<file path="config.mk">
export PLATFORM = sky130hd
export DESIGN_NAME = fetch_stage
export DESIGN_NICKNAME = d
export VERILOG_FILES = /design/src/rtl/fetch_pkg.sv /design/src/rtl/fetch_perf_cnt.sv /design/src/rtl/fetch_stage.sv
export SDC_FILE = /design/constraint.sdc
export NUM_CORES = 1
export LEC_CHECK = 0
export ABC_CLOCK_PERIOD_IN_PS = 6200
export BUFFER_PORTS_ARGS = -buffer_cell sky130_fd_sc_hd__buf_2
export CORE_MARGIN = 2
export CORE_UTILIZATION = 45
export DETAILED_ROUTE_END_ITERATION = 6
export GPL_TIMING_DRIVEN = 0
export HOLD_SLACK_MARGIN = 0.08
export PLACE_DENSITY = 0.75
export SLEW_MARGIN = 25
export SYNTH_ARGS = -nofsm -noshare
export SYNTH_HDL_FRONTEND = slang
export SYNTH_SLANG_ARGS = --single-unit
</file>
<file path="constraint.sdc">
create_clock -name clk -period 6.2 [get_ports clk]
set_input_delay 1.24 -clock clk [delete_from_list [all_inputs] [get_ports clk]]
set_output_delay 1.24 -clock clk [all_outputs]
set_load 0.01 [all_outputs]
</file>
<file path="src/rtl/fetch_pkg.sv">
// Shared types and constants for the instruction fetch stage.
package fetch_pkg;

  typedef enum logic [1:0] {
    ST_IDLE = 2'd0,
    ST_REQ  = 2'd1,
    ST_HOLD = 2'd2,
    ST_DROP = 2'd3
  } fetch_state_e;

  localparam logic [31:0] NOP_INSTR = 32'h00000013;
  localparam int          PC_INC    = 4;

endpackage

</file>
<file path="src/rtl/fetch_perf_cnt.sv">
// Free-running fetch/flush event counters; both wrap at 2^32.
module fetch_perf_cnt (
  input  logic        clk,
  input  logic        reset,
  input  logic        fetch_inc_i,
  input  logic        flush_inc_i,
  output logic [31:0] fetch_cnt_o,
  output logic [31:0] flush_cnt_o
);

  logic [31:0] fetch_cnt_q, fetch_cnt_d;
  logic [31:0] flush_cnt_q, flush_cnt_d;

  always_comb begin
    fetch_cnt_d = fetch_cnt_q + {31'd0, fetch_inc_i};
    flush_cnt_d = flush_cnt_q + {31'd0, flush_inc_i};
  end

  always_ff @(posedge clk or posedge reset) begin
    if (reset) begin
      fetch_cnt_q <= '0;
      flush_cnt_q <= '0;
    end else begin
      fetch_cnt_q <= fetch_cnt_d;
      flush_cnt_q <= flush_cnt_d;
    end
  end

  assign fetch_cnt_o = fetch_cnt_q;
  assign flush_cnt_o = flush_cnt_q;

endmodule

</file>
<file path="src/rtl/fetch_stage.sv">
// Instruction fetch stage: PC, imem request FSM, one-entry skid and IF/ID register.
// Performance counters are built only when FETCH_PERF_CNT_EN is defined.
module fetch_stage
  import fetch_pkg::*;
#(
  parameter int              PC_W     = 9,
  parameter logic [PC_W-1:0] RESET_PC = '0
) (
  input  logic            clk,
  input  logic            reset,
  input  logic            stall,
  input  logic            pc_sel,
  input  logic [31:0]     br_pc,
  output logic            imem_req,
  output logic [PC_W-1:0] imem_addr,
  input  logic            imem_ack,
  input  logic [31:0]     imem_rdata,
  output logic [PC_W-1:0] cur_pc,
  output logic            ifid_valid,
  output logic [PC_W-1:0] ifid_pc,
  output logic [31:0]     ifid_instr,
  output logic [31:0]     fetch_cnt,
  output logic [31:0]     flush_cnt,
  output logic [1:0]      dbg_state
);

  // Handshake: imem_req rises with imem_addr stable and both hold until the
  // cycle imem_ack is sampled high; rdata is consumed in that same cycle.

  fetch_state_e    state_q, state_d;
  logic [PC_W-1:0] pc_q, pc_d;
  logic [PC_W-1:0] drop_addr_q, drop_addr_d;
  logic            ifid_valid_q, ifid_valid_d;
  logic [PC_W-1:0] ifid_pc_q, ifid_pc_d;
  logic [31:0]     ifid_instr_q, ifid_instr_d;
  logic [31:0]     skid_q, skid_d;
  logic            fetch_inc, flush_inc;
  logic [PC_W-1:0] pc_next;

  assign pc_next = pc_q + PC_W'(PC_INC);

  always_comb begin
    state_d      = state_q;
    pc_d         = pc_q;
    drop_addr_d  = drop_addr_q;
    ifid_valid_d = ifid_valid_q;
    ifid_pc_d    = ifid_pc_q;
    ifid_instr_d = ifid_instr_q;
    skid_d       = skid_q;
    fetch_inc    = 1'b0;
    flush_inc    = 1'b0;
    case (state_q)
      ST_IDLE: state_d = ST_REQ;
      ST_REQ: begin
        if (pc_sel) begin
          // An unacked request cannot be withdrawn; drain it in DROP.
          state_d     = imem_ack ? ST_REQ : ST_DROP;
          drop_addr_d = pc_q;
        end else if (imem_ack) begin
          if (stall) begin
            skid_d  = imem_rdata;
            state_d = ST_HOLD;
          end else begin
            ifid_valid_d = 1'b1;
            ifid_pc_d    = pc_q;
            ifid_instr_d = imem_rdata;
            pc_d         = pc_next;
            fetch_inc    = 1'b1;
          end
        end
      end
      ST_HOLD: begin
        if (pc_sel) begin
          state_d = ST_REQ;
        end else if (!stall) begin
          ifid_valid_d = 1'b1;
          ifid_pc_d    = pc_q;
          ifid_instr_d = skid_q;
          pc_d         = pc_next;
          fetch_inc    = 1'b1;
          state_d      = ST_REQ;
        end
      end
      ST_DROP: if (imem_ack) state_d = ST_REQ;
      default: state_d = ST_IDLE;
    endcase
    // Redirect overrides everything, including stall.
    if (pc_sel) begin
      pc_d         = br_pc[PC_W-1:0];
      ifid_valid_d = 1'b0;
      ifid_instr_d = NOP_INSTR;
      flush_inc    = 1'b1;
    end
  end

  always_ff @(posedge clk or posedge reset) begin
    if (reset) begin
      state_q      <= ST_IDLE;
      pc_q         <= RESET_PC;
      drop_addr_q  <= RESET_PC;
      ifid_valid_q <= 1'b0;
      ifid_pc_q    <= '0;
      ifid_instr_q <= NOP_INSTR;
      skid_q       <= NOP_INSTR;
    end else begin
      state_q      <= state_d;
      pc_q         <= pc_d;
      drop_addr_q  <= drop_addr_d;
      ifid_valid_q <= ifid_valid_d;
      ifid_pc_q    <= ifid_pc_d;
      ifid_instr_q <= ifid_instr_d;
      skid_q       <= skid_d;
    end
  end

  assign imem_req   = (state_q == ST_REQ) || (state_q == ST_DROP);
  assign imem_addr  = (state_q == ST_DROP) ? drop_addr_q : pc_q;
  assign cur_pc     = pc_q;
  assign ifid_valid = ifid_valid_q;
  assign ifid_pc    = ifid_pc_q;
  assign ifid_instr = ifid_instr_q;
  assign dbg_state  = state_q;

  logic unused_br_pc;
  assign unused_br_pc = ^br_pc[31:PC_W];

`ifdef FETCH_PERF_CNT_EN
  fetch_perf_cnt u_perf (
    .clk         (clk),
    .reset       (reset),
    .fetch_inc_i (fetch_inc),
    .flush_inc_i (flush_inc),
    .fetch_cnt_o (fetch_cnt),
    .flush_cnt_o (flush_cnt)
  );
`else
  logic unused_inc;
  assign unused_inc = fetch_inc ^ flush_inc;
  assign fetch_cnt  = '0;
  assign flush_cnt  = '0;
`endif

endmodule

</file>
### Word level (Yosys, flattened, before mapping)

Index checks and enable logic that the tools add are counted.

* multipliers: 0
* divide/modulo/power cells: 0
* bitwise logic cells: 1
* mux-type cells: 27
* reductions and logical operators: 10
* shifts and indexed selects: 0
* $add $sub $neg: 1
* equality and inequality tests: 11
* magnitude comparators: 0

Operators with widths (count)
* two-way mux 32 bit: 4
* two-way mux 9 bit: 8
* case mux 32 bit (2 select lines): 1
* case mux 9 bit (2 select lines): 2
* AND reduction 4 bit: 4
* two-way mux 2 bit: 7
* inequality test 3 bit, second input constant: 4
* adder 9 x 3 -> 9 bit, second input constant: 1
* inequality test 2 bit, second input constant: 4
* case mux 2 bit (4 select lines): 1
* == test 2 bit, second input constant: 2
* AND reduction 2 bit: 2
* two-way mux 1 bit: 3
* nonzero test 3 bit: 1
* == test 2 x 1 -> 1 bit, second input constant: 1
* logical NOT 2 bit: 1
* case mux 1 bit (2 select lines): 1
* nonzero test 2 bit: 1
* logical OR 1 bit: 1
* inverter 1 bit: 1

* latch bits: 0
* word-level logic and storage cells: 57
* RAM bits: 0
* memories kept: 0
* flip-flop bits (word level): 94
* bits in read-only memories: 0
* input bits: 69
* output and inout bits: 127

### Depth between registers and ports, before layout

Gate-level depths: netlist (run 1).

* word-level depth: 5
* gate-level depth with buffers: 8
* gate-level depth less buffers: 6

### Worst setup path before layout (run 1)

OpenSTA, ideal clock, no wires.

* path type: register to output
* start: register state_q[1], in the netlist dbg_state[1]
* end: output imem_addr[0]
* cell stages (with the launch flop): 4
* data required time: 4960 ps
* arrival time: 1414 ps
* path slack: 3546 ps
* path buffers: 1
* path through: dfrtp_1 ha_1 buf_1 mux2_2

* longest elaborated chain between the ends: 2

Ends and longest elaborated chain
* from (decl): RTL line fetch_stage.sv:30 `fetch_state_e state_q, state_d;`
* from (signal assigned): RTL line fetch_stage.sv:106 `state_q <= state_d;`
* == test 2 bit: RTL line fetch_stage.sv:117 `assign imem_addr = (state_q == ST_DROP) ? drop_addr_q : pc_q;`
* two-way mux 9 bit: RTL line fetch_stage.sv:117
* to (decl): RTL line fetch_stage.sv:15 `output logic [PC_W-1:0] imem_addr,`

No other way between the ends.

### Worst setup path in the final report (run 1)

* start: register state_q[1], in the netlist dbg_state[1]
* end: output imem_addr[7]

Same word-level chain as after synthesis.

==> results.tsv, run 1 <==
metric	value	unit
Synth cell types	33	
Slew Viols, Final	0	
synthesized area	4890	µm²
CTS HTree Levels	3	
largest area contributor in the netlist	dfrtp_1	
final setup vio count	0	
Least-Margin Pin Slew	0.774	ns
Num Clock Sinks	94	
routability cong.	0.706	
postcts setup bufs	0	
Critical Path Source Type	flip-flop	
Fin Hold WS	0.507	ns
All-Layer GR Usage	0.189	
ys flop type	dfrtp_1	
num ports	196	
status	completed	
Clock transition at path regs	0.09	ns
sequential fraction of the synthesis area	0.483	
Total Neg Setup Slack	0	ns
post-synthesis register bit count	94	
WP data arrival	2.19	ns
CTS tree	done	
hold_buf cts	0	
Seq pwr share	0.395	
Final Hold Violating Endpoints	0	
# port buffers	108	
power per cell area	443	nW/µm²
top cells by count, synth	dfrtp_1 (88), buf_4 (66), mux2_2 (61)	
top-count cell post-synth	dfrtp_1	
Routed WL	10600	µm
synth top area cells	dfrtp_1 (45%), mux2_2 (14%), buf_4 (10%)	
Switch Pwr	1.01	mW
Inst Count DP	718	
kind of critical path	flip-flop to output pin	
DRC marker count from the first detailed-route iteration	153	
diode count	0	
total global routing overflow	0	
Initial Utilization	0.457	
DR DRC count	0	
YS warnings	0	
Die Width	108	µm
area of the die	11700	µm²
critical path endpoint category	output pin	
First-pass DRT Iterations	4	
nets	664	
Num CTS Buffers	9	
via count	3453	
routed vias/inst	4.70	
leakage	2.99	nW
Resized cells post-CTS	0	
area delta synth->final	24.3	%
Data required, critical path	4.96	ns
number of max-cap violations	0	
RSZ-0062 raised after global routing	false	
remaining antenna violation count after routing	0	
Core Rows	38	
die height	108	µm
Worst-Skew Late Latency	0.37	ns
wire per inst	14.4	µm
Setup Skew	0.00936	ns
fraction of layout cells with a size suffix above 1	0.500	
Finished Layout Cells	734	
clock power share	0.153	
EDFF count, synth	0	
CTS max path bufs	2	
largest net degree at the start of global routing	56	
synthesized instance count	406	
Worst Path Max Fanout	10	
root buf cell	clkbuf_8	
dpl hpwl	7660	µm
Tmin final	3.43	ns
Core Box Area	10700	µm²
Tcrit/Tclk final	0.553	
vias in the first global route	3416	
Combinational Power Share	0.452	
Worst Hold Class	flip-flop to flip-flop	
Int Power	1.68	mW
first-pass GRT wire length	17000	µm
maximum VDD drop	0.000246	V
Rel. slew slack	0.484	
Synth top area share	0.450	
fmax	291	MHz
Syn Area/Cell	12.0	µm²
antenna violations before repair	0	
Sw Ratio	0.375	
Post-synth ARST share	1.00	
[flip-flops by register name, summed over array words and instances, names as in the netlist]
name,flops
ifid_instr,32
skid_q,32
cur_pc,9
drop_addr_q,9
ifid_pc,9
dbg_state,2
ifid_valid,1
[per-stage QoR]
stage | util | total power [mW] | worst slack (ns) | area, µm²
finish | 0.568 | 2.70 | 2.77 | 6080
global route | 0.568 | 2.89 | 2.63 | 6080
CTS | 0.568 | 2.73 | 2.72 | 6080
detailed placement | 0.549 | 2.31 | 3.15 | 5870
global placement | 0.546 | 2.25 | 1.48 | 5840
floorplan | - | 1.92 | 2.52 | 5120
[power by group through the flow]
| stage | sequential, mW | clock [mW] | combinational [mW] |
|---|---|---|---|
| 2_1_floorplan | 1.12 | 0 | 0.803 |
| 3_3_place_gp | 1.06 | 0 | 1.19 |
| 3_5_place_dp | 1.07 | 0 | 1.24 |
| 4_1_cts | 1.06 | 0.426 | 1.24 |
| 5_1_grt | 1.10 | 0.449 | 1.34 |
| 6_report | 1.07 | 0.412 | 1.22 |
[cell usage in the layout, fill, tap and decap left out, drive strengths merged]
master and instances:
nor3b 1, a221o 1, mux2 61, nor4 2, nand2b 1, mux2i 31
a21oi 5, conb 64, nand3 3, o21ai 10, dfrtp 88, nor2b 6
nor3 5, ha 6, clkinv 1, or2 1, buf 188, inv 4
clkinvlp 1, a21boi 1, a21o 1, a211oi 33, xnor2 6, o21bai 1
nand4b 1, clkbuf 19, nor2 34, o22ai 1, dfstp 6, nand2 12
[final cells by class]
class                      instances  area, µm²
tap                              140        175
multi-input combinational        287       2150
sequential                        94       2360
fill                             945       4620
clock inverter                     2       12.5
timing repair buffer             109        568
buffer                            84        596
clock buffer                      14        193
inverter                           4       20.0
[critical path, stage by stage, from the launching register on]
cell and delay, ns:
dfrtp_1 0.46, ha_1 0.27, buf_1 0.53, mux2_2 0.42, buf_2 0.14
[final timing paths]
path / cells after the start / to / slack [ns] / start
worst max-delay path: 4 / imem_addr[7] / 2.77 / dbg_state[1]
worst min-delay path: 1 / ifid_pc[7] / 0.51 / ifid_pc[7]
worst max register to register: 7 / ifid_instr[22] / 4.14 / dbg_state[0]
worst min register to register: 1 / ifid_pc[7] / 0.51 / ifid_pc[7]
max in group asynchronous: 3 / ifid_instr[1] / 4.70 / reset
min in group asynchronous: 2 / skid_q[14] / 0.87 / reset
[layer usage]
layer / share of wire / track usage
met1: 0.41 / 0.225
met2: 0.49 / 0.325
met3: 0.078 / 0.0536
met4: 0.014 / 0.0678
met5: 0 / 0
[kinds of logic after synthesis]
family,count (synthesis),share of synthesized area
flops,94,0.483
mux,92,0.204
buf+inv,88,0.125
simple gates,66,0.0596
compound gates,53,0.102
fa+ha+maj,6,0.0154
xor+xnor,6,0.0107
other cells,1,0.000767
Power figures use the tool's default switching activity.
==> run 2, diff against run 1 <==
--- a/config.mk
+++ b/config.mk
@@ -5,14 +5,15 @@
 export SDC_FILE = /design/constraint.sdc
 export NUM_CORES = 1
 export LEC_CHECK = 0
-export ABC_CLOCK_PERIOD_IN_PS = 6200
+export ABC_AREA = 1
+export ABC_CLOCK_PERIOD_IN_PS = 2800
 export BUFFER_PORTS_ARGS = -buffer_cell sky130_fd_sc_hd__buf_2
 export CORE_MARGIN = 2
 export CORE_UTILIZATION = 45
 export DETAILED_ROUTE_END_ITERATION = 6
 export GPL_TIMING_DRIVEN = 0
 export HOLD_SLACK_MARGIN = 0.08
-export PLACE_DENSITY = 0.75
+export PLACE_DENSITY = 0.78
 export SLEW_MARGIN = 25
 export SYNTH_ARGS = -nofsm -noshare
 export SYNTH_HDL_FRONTEND = slang
==> constraint.sdc (replaced) <==
create_clock -name clk -period 2.8 [get_ports clk]
set_input_delay 0.56 -clock clk [delete_from_list [all_inputs] [get_ports clk]]
set_output_delay 0.56 -clock clk [all_outputs]
set_load 0.01 [all_outputs]
==> results.tsv, run 2 <==
metric	value	unit	change
status	completed		
routed vias/inst	4.64		-1.4%
Inst Count DP	928		+29%
area of the die	12000	µm²	+2.7%
All-Layer GR Usage	0.204		+0.0152
die height	110	µm	+1.4%
largest family of logic cells by synthesized area	simple AND/OR/NAND/NOR gates		
Worst Path Max Fanout	10		unchanged
FF/Latch Area	2360	µm²	unchanged
wire per inst	12.4	µm	-14%
First-pass DRT Iterations	4		unchanged
Core Rows	38		unchanged
Post-synth ARST share	1.00		unchanged
WP data arrival	1.97	ns	-0.22 ns
RSZ-0062 raised after global routing	false		
Core Box Area	10900	µm²	+1.8%
Initial Utilization	0.462		+0.00477
hold_buf cts	0		unchanged
YS warnings	0		unchanged
Num CTS Buffers	9		unchanged
maximum VDD drop	0.000471	V	+91%
power per cell area	960	nW/µm²	+120%
Final Cell Area	6250	µm²	+2.8%
root buf cell	clkbuf_8		
largest net degree at the start of global routing	31		-45%
Total Neg Setup Slack	0	ns	unchanged
largest area contributor in the netlist	dfrtp_1		
synthesized area	5030	µm²	+2.8%
dpl hpwl	8790	µm	+15%
antenna violations before repair	0		unchanged
fraction of layout cells with a size suffix above 1	0.300		-0.200
sequential fraction of the synthesis area	0.469		-0.0133
synth top area cells	dfrtp_1 (44%), buf_4 (10%), nand2_1 (9.6%)		
Worst-Skew Late Latency	0.36	ns	about the same
DR DRC count	0		unchanged
top cells by count, synth	nand2_1 (128), dfrtp_1 (88), o21ai_0 (77)		
Clock transition at path regs	0.09	ns	about the same
EDFF count, synth	0		unchanged
critical path endpoint category	output pin		
Num Clock Sinks	94		unchanged
pre-CTS WS	0.592	ns	-2.55 ns
Data required, critical path	2.24	ns	-2.72 ns
number of max-cap violations	0		unchanged
highest-count cells in the layout ignoring fill and taps	nand2_1 (128), buf_2 (119), dfrtp_1 (88)		
Post-Synth Adder-Cell Area	0.0149		-0.000424
Synth Area in Simple Gates	0.191		+0.132
post-synthesis register bit count	94		unchanged
final setup vio count	0		unchanged
# port buffers	107		-0.93%
Resized cells post-CTS	0		unchanged
Critical Path Source Type	flip-flop		
Finished Layout Cells	944		+29%
area delta synth->final	24.2	%	about the same
Slew Viols, Final	0		unchanged
Least-Margin Pin Slew	0.502	ns	-0.272 ns
setup slack after layout	0.272	ns	-2.50 ns
synthesized instance count	615		+51%
nets	874		+32%
fillers	1048		+11%
Routed WL	11700	µm	+11%
leakage	3.54	nW	+18%
Tmin final	2.53	ns	
Die Width	110	µm	+1.4%
placed inst area	6050	µm²	+2.9%
Tcrit/Tclk final	0.903		
CTS HTree Levels	3		unchanged
top-count cell post-synth	nand2_1		
Setup Skew	0.0108	ns	+0.00145 ns
Synth cell types	30		-9.1%
area of the multi-input gates	2020	µm²	-6.4%
fmax	396	MHz	
num ports	196		unchanged
DRC marker count from the first detailed-route iteration	237		+55%
first-pass GRT wire length	19000	µm	+12%
Rel. slew slack	0.665		+0.181
CTS tree	done		
diode count	0		unchanged
Final Hold Violating Endpoints	0		unchanged
total global routing overflow	0		unchanged
routability cong.	0.804		+14%
Synth Area in XOR/XNOR	0		-0.0107
CTS max path bufs	2		unchanged
commonest non-fill, non-tap cell in the layout	nand2_1		
Syn Area/Cell	8.17	µm²	-32%
kind of critical path	flip-flop to output pin		
Synth top area share	0.438		-0.0124
Worst Hold Class	primary input to async pin		
vias in the first global route	3898		+14%
postcts setup bufs	0		unchanged
ys flop type	dfrtp_1		
via count	4380		+27%
Synth Area in Compound Gates	0.147		+0.0452
remaining antenna violation count after routing	0		unchanged
post-synthesis mux area share	0		-0.204
-- run 2: cell types whose count changed after synthesis, sizes merged, moves of 33 or more --
cell / delta
nand2: +120
mux2: -61
a211oi: -33
inv: +48
nand3: +38
o21ai: +96
-- run 2: layout make-up --
class | instances | share of cell area
Buffer | 97 | 0.111
Clock buffer | 11 | 0.0226
Clock inverter | 5 | 0.00921
Inverter | 52 | 0.0323
Multi-Input combinational cell | 435 | 0.323
Sequential cell | 94 | 0.378
Tap cell | 140 | 0.0280
Timing Repair Buffer | 110 | 0.0966
-- run 2: kinds of logic after synthesis --
group / count (synthesis)
adders and majority gates: 6
buffers and inverters: 149
AOI/OAI and AO/OA: 143
other: 1
and+or+nand+nor: 222
DFF: 94
-- run 2: final timing paths --
check | startpoint | end | slack [ns] | cells after the start
hold reg to reg | ifid_instr[1] | ifid_instr[1] | 0.48 | 2
min in group clk | br_pc[0] | cur_pc[0] | 0.41 | 3
setup / recovery | dbg_state[0] | imem_addr[3] | 0.27 | 6
setup reg to reg | dbg_state[0] | ifid_instr[31] | 0.96 | 7
max in group asynchronous | reset | skid_q[10] | 1.93 | 4
hold / removal | reset | ifid_instr[27] | 0.20 | 2
-- run 2: stage by stage --
stage | total power, mW | utilization | hold WS [ns]
floorplan | 4.16 | - | 0.453
global placement | 5.02 | 0.549 | 0.461
detailed placement | 5.11 | 0.555 | 0.466
CTS | 6.04 | 0.574 | 0.195
global route | 6.52 | 0.574 | 0.211
finish | 5.99 | 0.574 | 0.196
-- run 2: critical path, stage by stage (launching register included) --
cell and delay (ns):
dfrtp_1 0.45, ha_1 0.21, clkbuf_1 0.30, clkbuf_2 0.28, nand2_1 0.06, o21ai_0 0.12, buf_2 0.19
-- run 2: report_power, final --
group          switching [mW]  internal (mW)
Sequential              0.382           2.05
Clock                   0.481          0.440
Combinational            1.60           1.05
-- run 2: routing by layer --
layer | vias up | track usage | wire [µm]
met5 | - | 0 | 0
met4 | 0 | 0.0696 | 180
met3 | 15 | 0.0350 | 654
met2 | 124 | 0.329 | 5650
met1 | 2033 | 0.279 | 5250
li1 | 2208 | - | -
==> run 3, diff against run 2 <==
--- a/config.mk
+++ b/config.mk
@@ -7,13 +7,12 @@
 export LEC_CHECK = 0
 export ABC_AREA = 1
 export ABC_CLOCK_PERIOD_IN_PS = 2800
-export BUFFER_PORTS_ARGS = -buffer_cell sky130_fd_sc_hd__buf_2
 export CORE_MARGIN = 2
 export CORE_UTILIZATION = 45
 export DETAILED_ROUTE_END_ITERATION = 6
+export DONT_BUFFER_PORTS = 1
 export GPL_TIMING_DRIVEN = 0
 export HOLD_SLACK_MARGIN = 0.08
-export PLACE_DENSITY = 0.78
 export SLEW_MARGIN = 25
 export SYNTH_ARGS = -nofsm -noshare
 export SYNTH_HDL_FRONTEND = slang
==> results.tsv, run 3 (synthesized netlist as in run 2, its figures left out) <==
metric	value	unit	change
critical path endpoint category	output pin		
Resized cells post-CTS	0		unchanged
All-Layer GR Usage	0.200		-0.00415
leakage	3.07	nW	-13%
Worst Path Max Fanout	10		unchanged
dpl hpwl	8910	µm	+1.3%
Routed WL	11700	µm	about the same
largest net degree at the start of global routing	28		-9.7%
maximum VDD drop	0.000479	V	+1.5%
fraction of layout cells with a size suffix above 1	0.189		-0.110
Tcrit/Tclk final	0.893		-0.00948
RSZ-0062 raised after global routing	false		
pre-CTS WS	0.536	ns	-0.0565 ns
antenna violations before repair	0		unchanged
Slew Viols, Final	0		unchanged
Final Hold Violating Endpoints	0		unchanged
wire per inst	14.0	µm	+13%
root buf cell	clkbuf_8		
Clock transition at path regs	0.09	ns	about the same
Setup Skew	0.00807	ns	-0.00273 ns
postcts setup bufs	0		unchanged
Least-Margin Pin Slew	0.510	ns	+0.00841 ns
area delta synth->final	13.3	%	
Tmin final	2.50	ns	-0.0265 ns
total global routing overflow	0		unchanged
power per cell area	974	nW/µm²	+1.5%
Num CTS Buffers	9		unchanged
final setup vio count	0		unchanged
nets	767		-12%
CTS max path bufs	2		unchanged
First-pass DRT Iterations	4		unchanged
remaining antenna violation count after routing	0		unchanged
Critical Path Source Type	flip-flop		
CTS tree	done		
routability cong.	0.794		-1.3%
Worst Hold Class	primary input to async pin		
kind of critical path	flip-flop to output pin		
Total Neg Setup Slack	0	ns	unchanged
via count	4004		-8.6%
num ports	196		unchanged
total power	5.55	mW	-7.5%
Die Width	110	µm	unchanged
DRC marker count from the first detailed-route iteration	230		-3.0%
Core Box Area	10900	µm²	unchanged
die height	110	µm	unchanged
setup slack after layout	0.299	ns	+0.0265 ns
WP data arrival	1.94	ns	-0.03 ns
status	completed		
Core Rows	38		unchanged
Data required, critical path	2.24	ns	about the same
Rel. slew slack	0.659		-0.00632
diode count	0		unchanged
commonest non-fill, non-tap cell in the layout	nand2_1		
first-pass GRT wire length	18600	µm	-2.3%
DR DRC count	0		unchanged
number of max-cap violations	0		unchanged
highest-count cells in the layout ignoring fill and taps	nand2_1 (128), dfrtp_1 (88), o21ai_0 (77)		
fmax	400	MHz	+1.1%
CTS HTree Levels	3		unchanged
Initial Utilization	0.462		unchanged
fin util	0.523		-0.0507
vias in the first global route	3651		-6.3%
Worst-Skew Late Latency	0.36	ns	about the same
routed vias/inst	4.78		+3.1%
Num Clock Sinks	94		unchanged
hold_buf cts	0		unchanged
# port buffers	0		-100%
area of the die	12000	µm²	unchanged
==> run 3: power breakdown <==
part	leakage (nW)	switching (mW)	internal, mW
clock	0.0904	0.457	0.412
sequential	1.17	0.643	2.05
combinational	1.81	1.26	0.728
==> run 3: routing by layer <==
layer / track usage / vias up / wire, µm
li1: - / 1991 / -
met5: 0 / - / 0
met4: 0.0588 / 0 / 109
met3: 0.0563 / 9 / 837
met2: 0.320 / 118 / 5600
met1: 0.264 / 1886 / 5200
==> run 3: worst paths after layout <==
kind,start,to,slack (ns),cells past startpoint
max,dbg_state[1],imem_addr[0],0.30,5
min,reset,ifid_instr[23],0.1,1
max reg2reg,dbg_state[0],ifid_instr[26],0.88,7
min reg2reg,skid_q[4],skid_q[4],0.48,2
max in group asynchronous,reset,skid_q[18],1.80,4
min in group clk,imem_rdata[4],skid_q[4],0.32,2
==> run 3: worst max-delay path, cell delays in order (launching register included) <==
cell and delay (ns):
dfrtp_1 0.52, ha_1 0.24, clkbuf_1 0.30, clkbuf_2 0.29
nand2_1 0.08, o21ai_0 0.17
==> run 3: through the flow <==
step / area, µm² / std cells / hold slack (ns)
2_1_floorplan: 5270 / 678 / 0.453
3_3_place_gp: 5440 / 818 / 0.460
3_5_place_dp: 5510 / 821 / 0.470
4_1_cts: 5690 / 837 / 0.0917
5_1_grt: 5690 / 837 / 0.102
6_report: 5690 / 837 / 0.0966
==> run 3: final cells by class <==
cell class              count  area (µm²)
plain buffers              97         691
clock buffers              12         135
clock inverters             4        47.5
fillers                  1062        5190
inverters                  52         201
multi-input cells         435        2020
flip-flops and latches     94        2360
well taps                 140         175
repair buffers              3        67.6
